**src/rtl/io_out_arbiter.sv**
```systemverilog
// Four 1-entry output port buffers drained round-robin to one slow device over valid/ready.
// Define IO_ARB_FIXED_PRIO_EN to replace round-robin with fixed priority (port 0 highest).
module io_out_arbiter #(
  parameter int DATA_W = 8
) (
  input  logic              clock,
  input  logic              reset,
  input  logic [3:0]        wr_en,
  input  logic [DATA_W-1:0] wr_data,
  input  logic              ovf_clr,
  output logic              dev_valid,
  output logic [DATA_W-1:0] dev_data,
  output logic [1:0]        dev_port,
  input  logic              dev_ready,
  output logic [3:0]        pending,
  output logic [3:0]        overflow
);

  typedef enum logic {IDLE, SEND} state_e;

  state_e            state_q, state_d;
  logic              dev_valid_q, dev_valid_d;
  logic [DATA_W-1:0] dev_data_q, dev_data_d;
  logic [1:0]        dev_port_q, dev_port_d;
  logic [1:0]        last_grant_q, last_grant_d;
  logic [3:0]        pending_q, pending_d;
  logic [3:0]        overflow_q, overflow_d;
  logic [DATA_W-1:0] data_buf_q [4];
  logic [DATA_W-1:0] data_buf_d [4];

  logic       handshake;
  logic [3:0] hs_mask;
  logic [3:0] drop;
  logic [3:0] accept;
  logic [1:0] grant;

  // Scan last+1 .. last+4 (mod 4); iterating backwards lets the first hit in scan order win.
  function automatic logic [1:0] rr_pick(input logic [3:0] req, input logic [1:0] last);
    logic [1:0] idx;
    rr_pick = last;
    for (int i = 4; i >= 1; i--) begin
      idx = last + 2'(i);
      if (req[idx]) rr_pick = idx;
    end
  endfunction

  function automatic logic [1:0] fixed_pick(input logic [3:0] req);
    fixed_pick = 2'd0;
    for (int i = 3; i >= 0; i--) begin
      if (req[i]) fixed_pick = 2'(i);
    end
  endfunction

  always_comb begin
    handshake = (state_q == SEND) && dev_ready;
    hs_mask   = handshake ? (4'b0001 << dev_port_q) : 4'b0000;
    // A port being drained this edge can take a new word without loss.
    drop       = wr_en & pending_q & ~hs_mask;
    accept     = wr_en & ~drop;
    pending_d  = accept | (pending_q & ~hs_mask);
    overflow_d = (ovf_clr ? 4'b0000 : overflow_q) | drop;
    for (int p = 0; p < 4; p++) begin
      data_buf_d[p] = accept[p] ? wr_data : data_buf_q[p];
    end

`ifdef IO_ARB_FIXED_PRIO_EN
    grant = fixed_pick(pending_q);
`else
    grant = rr_pick(pending_q, last_grant_q);
`endif

    state_d      = state_q;
    dev_valid_d  = dev_valid_q;
    dev_data_d   = dev_data_q;
    dev_port_d   = dev_port_q;
    last_grant_d = last_grant_q;
    case (state_q)
      IDLE: begin
        if (|pending_q) begin
          dev_data_d  = data_buf_q[grant];
          dev_port_d  = grant;
          dev_valid_d = 1'b1;
          state_d     = SEND;
        end
      end
      SEND: begin
        if (dev_ready) begin
          dev_valid_d  = 1'b0;
          last_grant_d = dev_port_q;
          state_d      = IDLE;
        end
      end
      default: state_d = IDLE;
    endcase
  end

  always_ff @(posedge clock) begin
    if (reset) begin
      state_q      <= IDLE;
      dev_valid_q  <= 1'b0;
      dev_data_q   <= '0;
      dev_port_q   <= 2'd0;
      last_grant_q <= 2'd3;
      pending_q    <= 4'b0000;
      overflow_q   <= 4'b0000;
    end else begin
      state_q      <= state_d;
      dev_valid_q  <= dev_valid_d;
      dev_data_q   <= dev_data_d;
      dev_port_q   <= dev_port_d;
      last_grant_q <= last_grant_d;
      pending_q    <= pending_d;
      overflow_q   <= overflow_d;
    end
  end

  // Buffer contents are only meaningful while pending, so they carry no reset.
  always_ff @(posedge clock) begin
    for (int p = 0; p < 4; p++) begin
      data_buf_q[p] <= data_buf_d[p];
    end
  end

  assign dev_valid = dev_valid_q;
  assign dev_data  = dev_data_q;
  assign dev_port  = dev_port_q;
  assign pending   = pending_q;
  assign overflow  = overflow_q;

endmodule
```
**config.mk**
```make
export PLATFORM = sky130hd
export DESIGN_NAME = io_out_arbiter
export DESIGN_NICKNAME = d
export VERILOG_FILES = /design/src/rtl/io_out_arbiter.sv
export SDC_FILE = /design/constraint.sdc
export NUM_CORES = 1
export LEC_CHECK = 0
export ABC_AREA = 1
export ABC_CLOCK_PERIOD_IN_PS = 3910
export BUFFER_PORTS_ARGS = -buffer_cell sky130_fd_sc_hd__buf_2
export CAP_MARGIN = 25
export CORE_AREA = 5 5 108 59
export DETAILED_ROUTE_END_ITERATION = 6
export DIE_AREA = 0 0 113 64
export GPL_TIMING_DRIVEN = 0
export PLACE_DENSITY_LB_ADDON = 0.15
export SETUP_SLACK_MARGIN = 0.05
export SKIP_CTS_REPAIR_TIMING = 1
export SLEW_MARGIN = 20
export SYNTH_ARGS = -nofsm -noshare
export SYNTH_HDL_FRONTEND = slang
export SYNTH_SLANG_ARGS = --single-unit
```
**constraint.sdc**
```tcl
create_clock -name clock -period 3.91 [get_ports clock]
set_input_delay 0.5865 -clock clock [delete_from_list [all_inputs] [get_ports clock]]
set_output_delay 0.5865 -clock clock [all_outputs]
set_load 0.1 [all_outputs]
```
Word level (Yosys, flattened, before mapping). Memories as Yosys holds them, arrays and structs flattened. A register that Yosys moved wholly into a read port is not among the register bits. Index checks and enable logic that the tools add are counted.

Input port bits: 16. Output and inout port bits: 19. Memories kept: 1. Memory bits (writable): 32. Register bits: 14. Word-level logic and storage cells: 55.

Reduce and logical (&&, ||, !) cells: 5. Bitwise operators: 9. Order comparisons: 3. Eq/ne operators: 6. Shifts and indexed selects: 1. Mux-type cells: 21. Add/sub/neg operators: 3.

Memories: data_buf_q (words 4, width 8, rd ports 1, clocked after memory_dff 1, write ports 4, line 28) `logic [DATA_W-1:0] data_buf_q [4];`.

Operators with widths (count): 8-bit two-way mux (4); 4-bit AND (4); 2-bit by 3-bit < comparator with 1-bit output (second input constant) (3); 4-bit two-way mux (2); 4-bit inverter (2); 4-bit OR (2); 1-bit two-way mux (7); 1-bit binary-select mux with 2-bit select (3); 2-bit two-way mux (3); 2-bit AND reduction (3); 2-bit adder (second input constant) (2); 1-bit inequality test (second input constant) (4); 2-bit inequality test (second input constant) (2); 1-bit case mux with 2 select lines (2); 4-bit OR reduction (1); 1-bit by 2-bit << shifter with 4-bit output (first input constant) (1); 2-bit by 1-bit adder with 2-bit output (second input constant) (1); 1-bit logical AND (1); 1-bit inverter (1).

Depth between registers and ports, before layout. Gate-level depths: netlist of run 1.

Word-level depth: 7. Mapped depth: 15. Depth with buffers taken out: 15.

Worst setup path before layout of run 1. OpenSTA, ideal clock, no wires.

Path kind: register to register. Start point: reg pending_q[3] (netlist: pending[3]). End point: reg dev_data_q[1] (netlist: dev_data[1]), read port of data_buf_q. Path buffers: 1. Data required time: 3.796 ns. Period minus slack after synthesis: 2.258 ns. Cell stages (with the launch flop): 13. Library setup time: 0.114 ns. Arrival: 2.145 ns. Setup slack: 1.652 ns. Cell sequence: dfxtp_1 > inv_1 > o21ai_2 > nand2_1 > nand2_1 > nand2_2 > nand2_2 > nand2_2 > nand2_4 > buf_6 > o21ai_1 > a21oi_1 > nor2_1.

Longest elaborated chain between the ends: 5. Elaborated cells between the ends (all ways): 11. Classes of those cells: 9 x mux; 2 x reduce/logical.

RTL lines: from (decl) (line 26) `logic [3:0] pending_q, pending_d;`; from (signal assigned) (line 112) `pending_q <= pending_d;`; 1-bit binary-select mux with 2-bit select (line 43) `if (req[idx]) rr_pick = idx;`; 1-bit two-way mux (implied by the code) (line 43); 2-bit two-way mux (3 in series) (line 43); to (decl) (line 23) `logic [DATA_W-1:0] dev_data_q, dev_data_d;`.

Parallel ways exist; a longest one is shown, timed or not. The select of a mux whose other input is x is not followed. A chain may end at the register's enable or synchronous reset.

==> results of run 1 <==
registers in the layout (all words and copies together), names as in the netlist:
| signal | count |
|---|---|
| pending | 4 |
| dev_valid | 1 |
| dev_data | 8 |
| state_q | 1 |
| overflow | 4 |
| dev_port | 2 |
| last_grant_q | 2 |
| data_buf_q | 32 |
placed cells by master (no fill, tap or decap), types with 5 or more instances in the layout:
cell type,netlist,final
a21oi_1,15,15
buf_2,0,33
clkbuf_8,0,5
dfxtp_1,22,22
edfxtp_1,32,32
inv_1,45,45
nand2_1,55,55
nand2_2,10,10
nand3_1,31,31
nor2_1,33,33
o21ai_0,7,7
metrics by stage:
step | instance area [um^2] | utilization [%] | worst slack (ns) | cells | hold slack (ns)
6_report | 2700 | 50.9 | 1.82 | 378 | 0.468
5_1_grt | 2700 | 50.9 | 1.54 | 378 | 0.464
4_1_cts | 2700 | 50.9 | 1.80 | 378 | 0.471
3_5_place_dp | 2580 | 48.7 | 1.51 | 370 | 0.456
3_3_place_gp | 2580 | 48.7 | 1.50 | 370 | 0.450
2_1_floorplan | 2330 | - | 1.65 | 264 | 0.447
path summary, 6_finish.rpt:
path / end / startpoint / slack [ns]
worst max-delay path: data_buf_q[0][5] / state_q / 1.82
worst min-delay path: overflow[0] / overflow[0] / 0.47
worst max register to register: data_buf_q[0][5] / state_q / 1.82
worst min register to register: overflow[0] / overflow[0] / 0.47
cell families after synthesis:
| family | after synthesis | share of synthesized area, % |
|---|---|---|
| simple gates | 132 | 24.7 |
| buf+inv | 50 | 8.55 |
| compound gates | 28 | 6.51 |
| flops | 54 | 60.2 |
metal layers:
layer / global-route usage [%] / wire length [um] / up-vias
li1: - / - / 918
met1: 23.3 / 2450 / 789
met2: 20.1 / 1930 / 50
met3: 4.15 / 563 / 8
met4: 6.30 / 88 / 0
met5: 0 / 0 / -
worst max-delay path: stages, from the launching register on:
cell and delay (ns):
dfxtp_1 0.36, nand2_1 0.19, o31ai_1 0.41, inv_1 0.11, nor2_1 0.64
power by group through the flow:
stage / combinational (mW) / clock [mW] / sequential, mW
final: 0.449 / 0.387 / 0.676
after global routing: 0.492 / 0.421 / 0.683
after CTS: 0.451 / 0.394 / 0.676
after detailed placement: 0.450 / 0 / 0.690
after global placement: 0.448 / 0 / 0.689
after floorplan: 0.177 / 0 / 0.867
final cells by class:
| class | count | area, um^2 | area share, % |
|---|---|---|---|
| Clock inverter | 3 | 47.5 | 1.76 |
| Timing Repair Buffer | 33 | 165 | 6.12 |
| Inverter | 46 | 173 | 6.39 |
| Multi-Input combinational cell | 160 | 727 | 26.9 |
| Clock buffer | 5 | 68.8 | 2.55 |
| Sequential cell | 54 | 1400 | 51.9 |
| Buffer | 4 | 26.3 | 0.973 |
| Tap cell | 73 | 91.3 | 3.38 |
==> run metrics, run 1 <==
status=finished clean; register bit total from synthesis=54; Sw Share=37.8%; count of cell types in the netlist=21; placer's final routability congestion estimate=0.883; FP Rows=19; number of synthesized flops with an enable pin=32; Comb pwr share=29.7%; layout cells sized above 1=18.7%; VDD IR-drop max=0.199 mV; Initial Utilization=43.9%; Power Total=1.51 mW; first-pass GRT wire length=8310 um; Vias=1765; syn nets=280; internal power=0.941 mW; port bufs=33; Fmax=480 MHz; Mapped Area=2330 um^2; Hold Path Depth=2; DR DRC count=0; Setup Crit Path Kind=reg2reg; post-synth top area share=41.3%; most frequent cell after synthesis=nand2_1; Detailed Place HPWL=3760 um; Synth async-reset ratio=0%; Mean Syn Cell Area=8.82 um^2; final worst clock skew=0.00669 ns; vias in the first global route=1637; pin count of the biggest net entering global routing=19; Crit Path Max Fanout=8; Leak=1.30 nW; period utilization=53.3%; Worst Path Required=3.86 ns; antenna-violating nets left=0; die footprint=7230 um^2; Fin Setup TNS=0 ns; CTS H-tree lvls=2; critical path startpoint category=flop; Skew-Pair Late Insertion Delay=0.32 ns; TritonCTS buffer count=5; Switch Pwr=0.571 mW; Synth Instances=264; Vias/cell=4.67; chip height=64 um; CTS root buf=clkbuf_8; wire per inst=13.3 um; PwrDens=560 nW/um^2; Final Critical Period=2.09 ns; HP Class=reg2reg; ranking of synthesized cells by area=edfxtp_1, dfxtp_1, nand2_1, inv_1, nand3_1; RSZ-0062 raised after global routing=false; TritonCTS clock tree=done; GRT overflow=0; Layout Nets=320; crit path DAT=2.04 ns; Sink Count=54; Max Cap Violations=0; Worst Tran Pin Value=0.842 ns; Max Buffers Root-to-Sink=2; ys flop type=edfxtp_1; worst rel slew slack=43.7%; antenna violations before repair=0; final setup fails=0; Synth area leader=edfxtp_1; clock network fraction of design power=25.6%; CORE AREA=5300 um^2; Worst-path clk slew=0.10 ns; Pre-Repair DR Iteration Count=4; Iteration-0 DRC Markers=117; ant diodes=0; Flop pwr share=44.7%; synthesis-to-layout area growth=16.0%; Worst Reg2Reg Path Length in Cells=4; Fill cells=515; Commonest cells post-synth=nand2_1, inv_1, nor2_1, edfxtp_1, nand3_1; chip width=113 um; final hold viol count=0; Syn. warnings=0; post-synthesis sequential area ratio=60.2%; max-slew violations=0; global router's overall resource usage=15.3%; final WL=5030 um; Top Ports=35; CP endpoint kind=flop
(Power assumes the default switching activity.)
==> inputs of run 2 (changes only) <==
--- a/config.mk
+++ b/config.mk
@@ -6,7 +6,7 @@
 export NUM_CORES = 1
 export LEC_CHECK = 0
 export ABC_AREA = 1
-export ABC_CLOCK_PERIOD_IN_PS = 3910
+export ABC_CLOCK_PERIOD_IN_PS = 2000
 export BUFFER_PORTS_ARGS = -buffer_cell sky130_fd_sc_hd__buf_2
 export CAP_MARGIN = 25
 export CORE_AREA = 5 5 108 59
==> constraint.sdc (replaced) <==
create_clock -name clock -period 2 [get_ports clock]
set_input_delay 0.3 -clock clock [delete_from_list [all_inputs] [get_ports clock]]
set_output_delay 0.3 -clock clock [all_outputs]
set_load 0.1 [all_outputs]
==> run 2 against run 1 <==
Against the previous run: clock power increased by 93%; maximum frequency rose by 13%; highest routed layer unchanged; clock skew shrank 0.0020 ns; cell count stayed put; worst hold slack got worse by 0.26 ns; non-clock buffer count stayed put; global-route usage shrank 0.24 points; largest power group unchanged; power is 99% higher; die area unchanged.
==> run metrics, run 2 (synthesized netlist as in run 1, its figures left out) <==
Fmax=542 MHz; Worst-path clk slew=0.10 ns; Buf/Inv on CP=3; placer's final routability congestion estimate=0.847; critical path startpoint category=flop; port bufs=33; Vias=1782; Worst Path Required=2.22 ns; antenna-violating nets left=0; final worst clock skew=0.00464 ns; DR DRC count=0; VDD IR-drop max=0.468 mV; Hold Slack=0.205 ns; Layout Nets=320; max FFs per register=32; wire per inst=13.9 um; crit path DAT=2.06 ns; Skew-Pair Late Insertion Delay=0.31 ns; Vias/cell=4.71; Power Total=3.00 mW; CP cell instances=buf_6, nand2_1, o21ai_2, nand2_2, nand2_1, inv_1, nand2_2, nand2_4, nand2_4, nand2_1, nand3_1, nand3_1, nand2_1, inv_1; FP Rows=19; chip width=113 um; die footprint=7230 um^2; commonest non-fill, non-tap cell in the layout=nand2_1; Final Critical Period=1.85 ns; Top Ports=35; worst rel slew slack=59.0%; Iteration-0 DRC Markers=84; PwrDens=1080 nW/um^2; global router's overall resource usage=15.1%; max-slew violations=0; Initial Utilization=43.9%; final hold viol count=0; Crit Path Max Fanout=10; Largest Register=data_buf_q; Leak=1.32 nW; final WL=5270 um; Sink Count=54; CORE AREA=5300 um^2; Detailed Place HPWL=3840 um; dpl cells=370; Setup Crit Path Kind=reg2reg; period utilization=92.3%; CP endpoint kind=flop; largest delay contributor family on the critical path=simple AND/OR/NAND/NOR gates; Post-Route Utilization=52.6%; final setup fails=0; Pre-Repair DR Iteration Count=4; layout cells sized above 1=24.3%; slowest stage delay, CP=0.38 ns; first-pass GRT wire length=8340 um; CTS root buf=clkbuf_8; pin count of the biggest net entering global routing=18; synthesis-to-layout area growth=19.7%; TritonCTS clock tree=done; most frequent cells in the layout=nand2_1, inv_1, buf_2, edfxtp_1; GRT overflow=0; RSZ-0062 raised after global routing=true; placed cell areas=2590 um^2; ant diodes=0; vias in the first global route=1608; Max Cap Violations=0; chip height=64 um; Max Buffers Root-to-Sink=2; HP Class=in2reg; CTS H-tree lvls=2; status=finished clean; CP dominant cell by count=nand2_1; post-route design area=2790 um^2; antenna violations before repair=0; fin cells=378; Worst Tran Pin Value=0.615 ns; TritonCTS buffer count=5; Fill cells=521; Critical Path Slowest Stage Cell=dfxtp_2
[run 2: cell types whose count changed in the layout (fill, tap and decap cells not counted), sizes merged]
cell	change
clkinvlp	+1
clkinv	-1
[run 2: layout make-up]
cell class                      count  area, um^2  area share, %
Timing Repair Buffer               33         165           5.93
Inverter                           46         176           6.33
Tap cell                           73        91.3           3.28
Clock buffer                        5        68.8           2.47
Sequential cell                    54        1410           50.7
Buffer                              4        30.0           1.08
Clock inverter                      3        42.5           1.53
Multi-Input combinational cell    160         801           28.7
[run 2: power by group]
part	switching, mW	internal [mW]	leakage [nW]	total [mW]
clock network	0.372	0.374	0.0562	0.746
registers	0.0435	1.28	0.488	1.33
logic	0.734	0.199	0.771	0.932
total	1.15	1.85	1.32	3.00
[run 2: worst register-to-register path, cell delays in order, from the launching register on]
cell and delay (ns):
dfxtp_2 0.38, buf_6 0.16, nand2_1 0.07, o21ai_2 0.08
nand2_2 0.11, nand2_1 0.08, inv_1 0.11, nand2_2 0.13
nand2_4 0.10, nand2_4 0.13, nand2_1 0.06, nand3_1 0.07
nand3_1 0.15, nand2_1 0.10, inv_1 0.03
[run 2: worst paths after layout]
check / slack [ns] / startpoint / cells after the start / end
worst max register to register: 0.15 / last_grant_q[0] / 14 / dev_data[6]
worst min register to register: 0.47 / overflow[0] / 2 / overflow[0]
worst min-delay path: 0.20 / wr_data[1] / 1 / data_buf_q[2][1]
worst max-delay path: 0.15 / last_grant_q[0] / 14 / dev_data[6]
[run 2: per-stage QoR]
step | setup slack, ns | setup TNS (ns)
2_1_floorplan | 0.107 | 0
3_3_place_gp | -0.0693 | -0.549
3_5_place_dp | -0.107 | -0.866
4_1_cts | -0.0999 | -0.831
5_1_grt | 0.0277 | 0
6_report | 0.153 | 0
[run 2: layer usage]
metal	global-route usage [%]	up-vias	share of wire, %
met5	0	-	0
met4	3.15	0	0.53
met3	4.62	4	7.4
met2	19.3	47	38
met1	24.2	810	54
li1	-	921	-
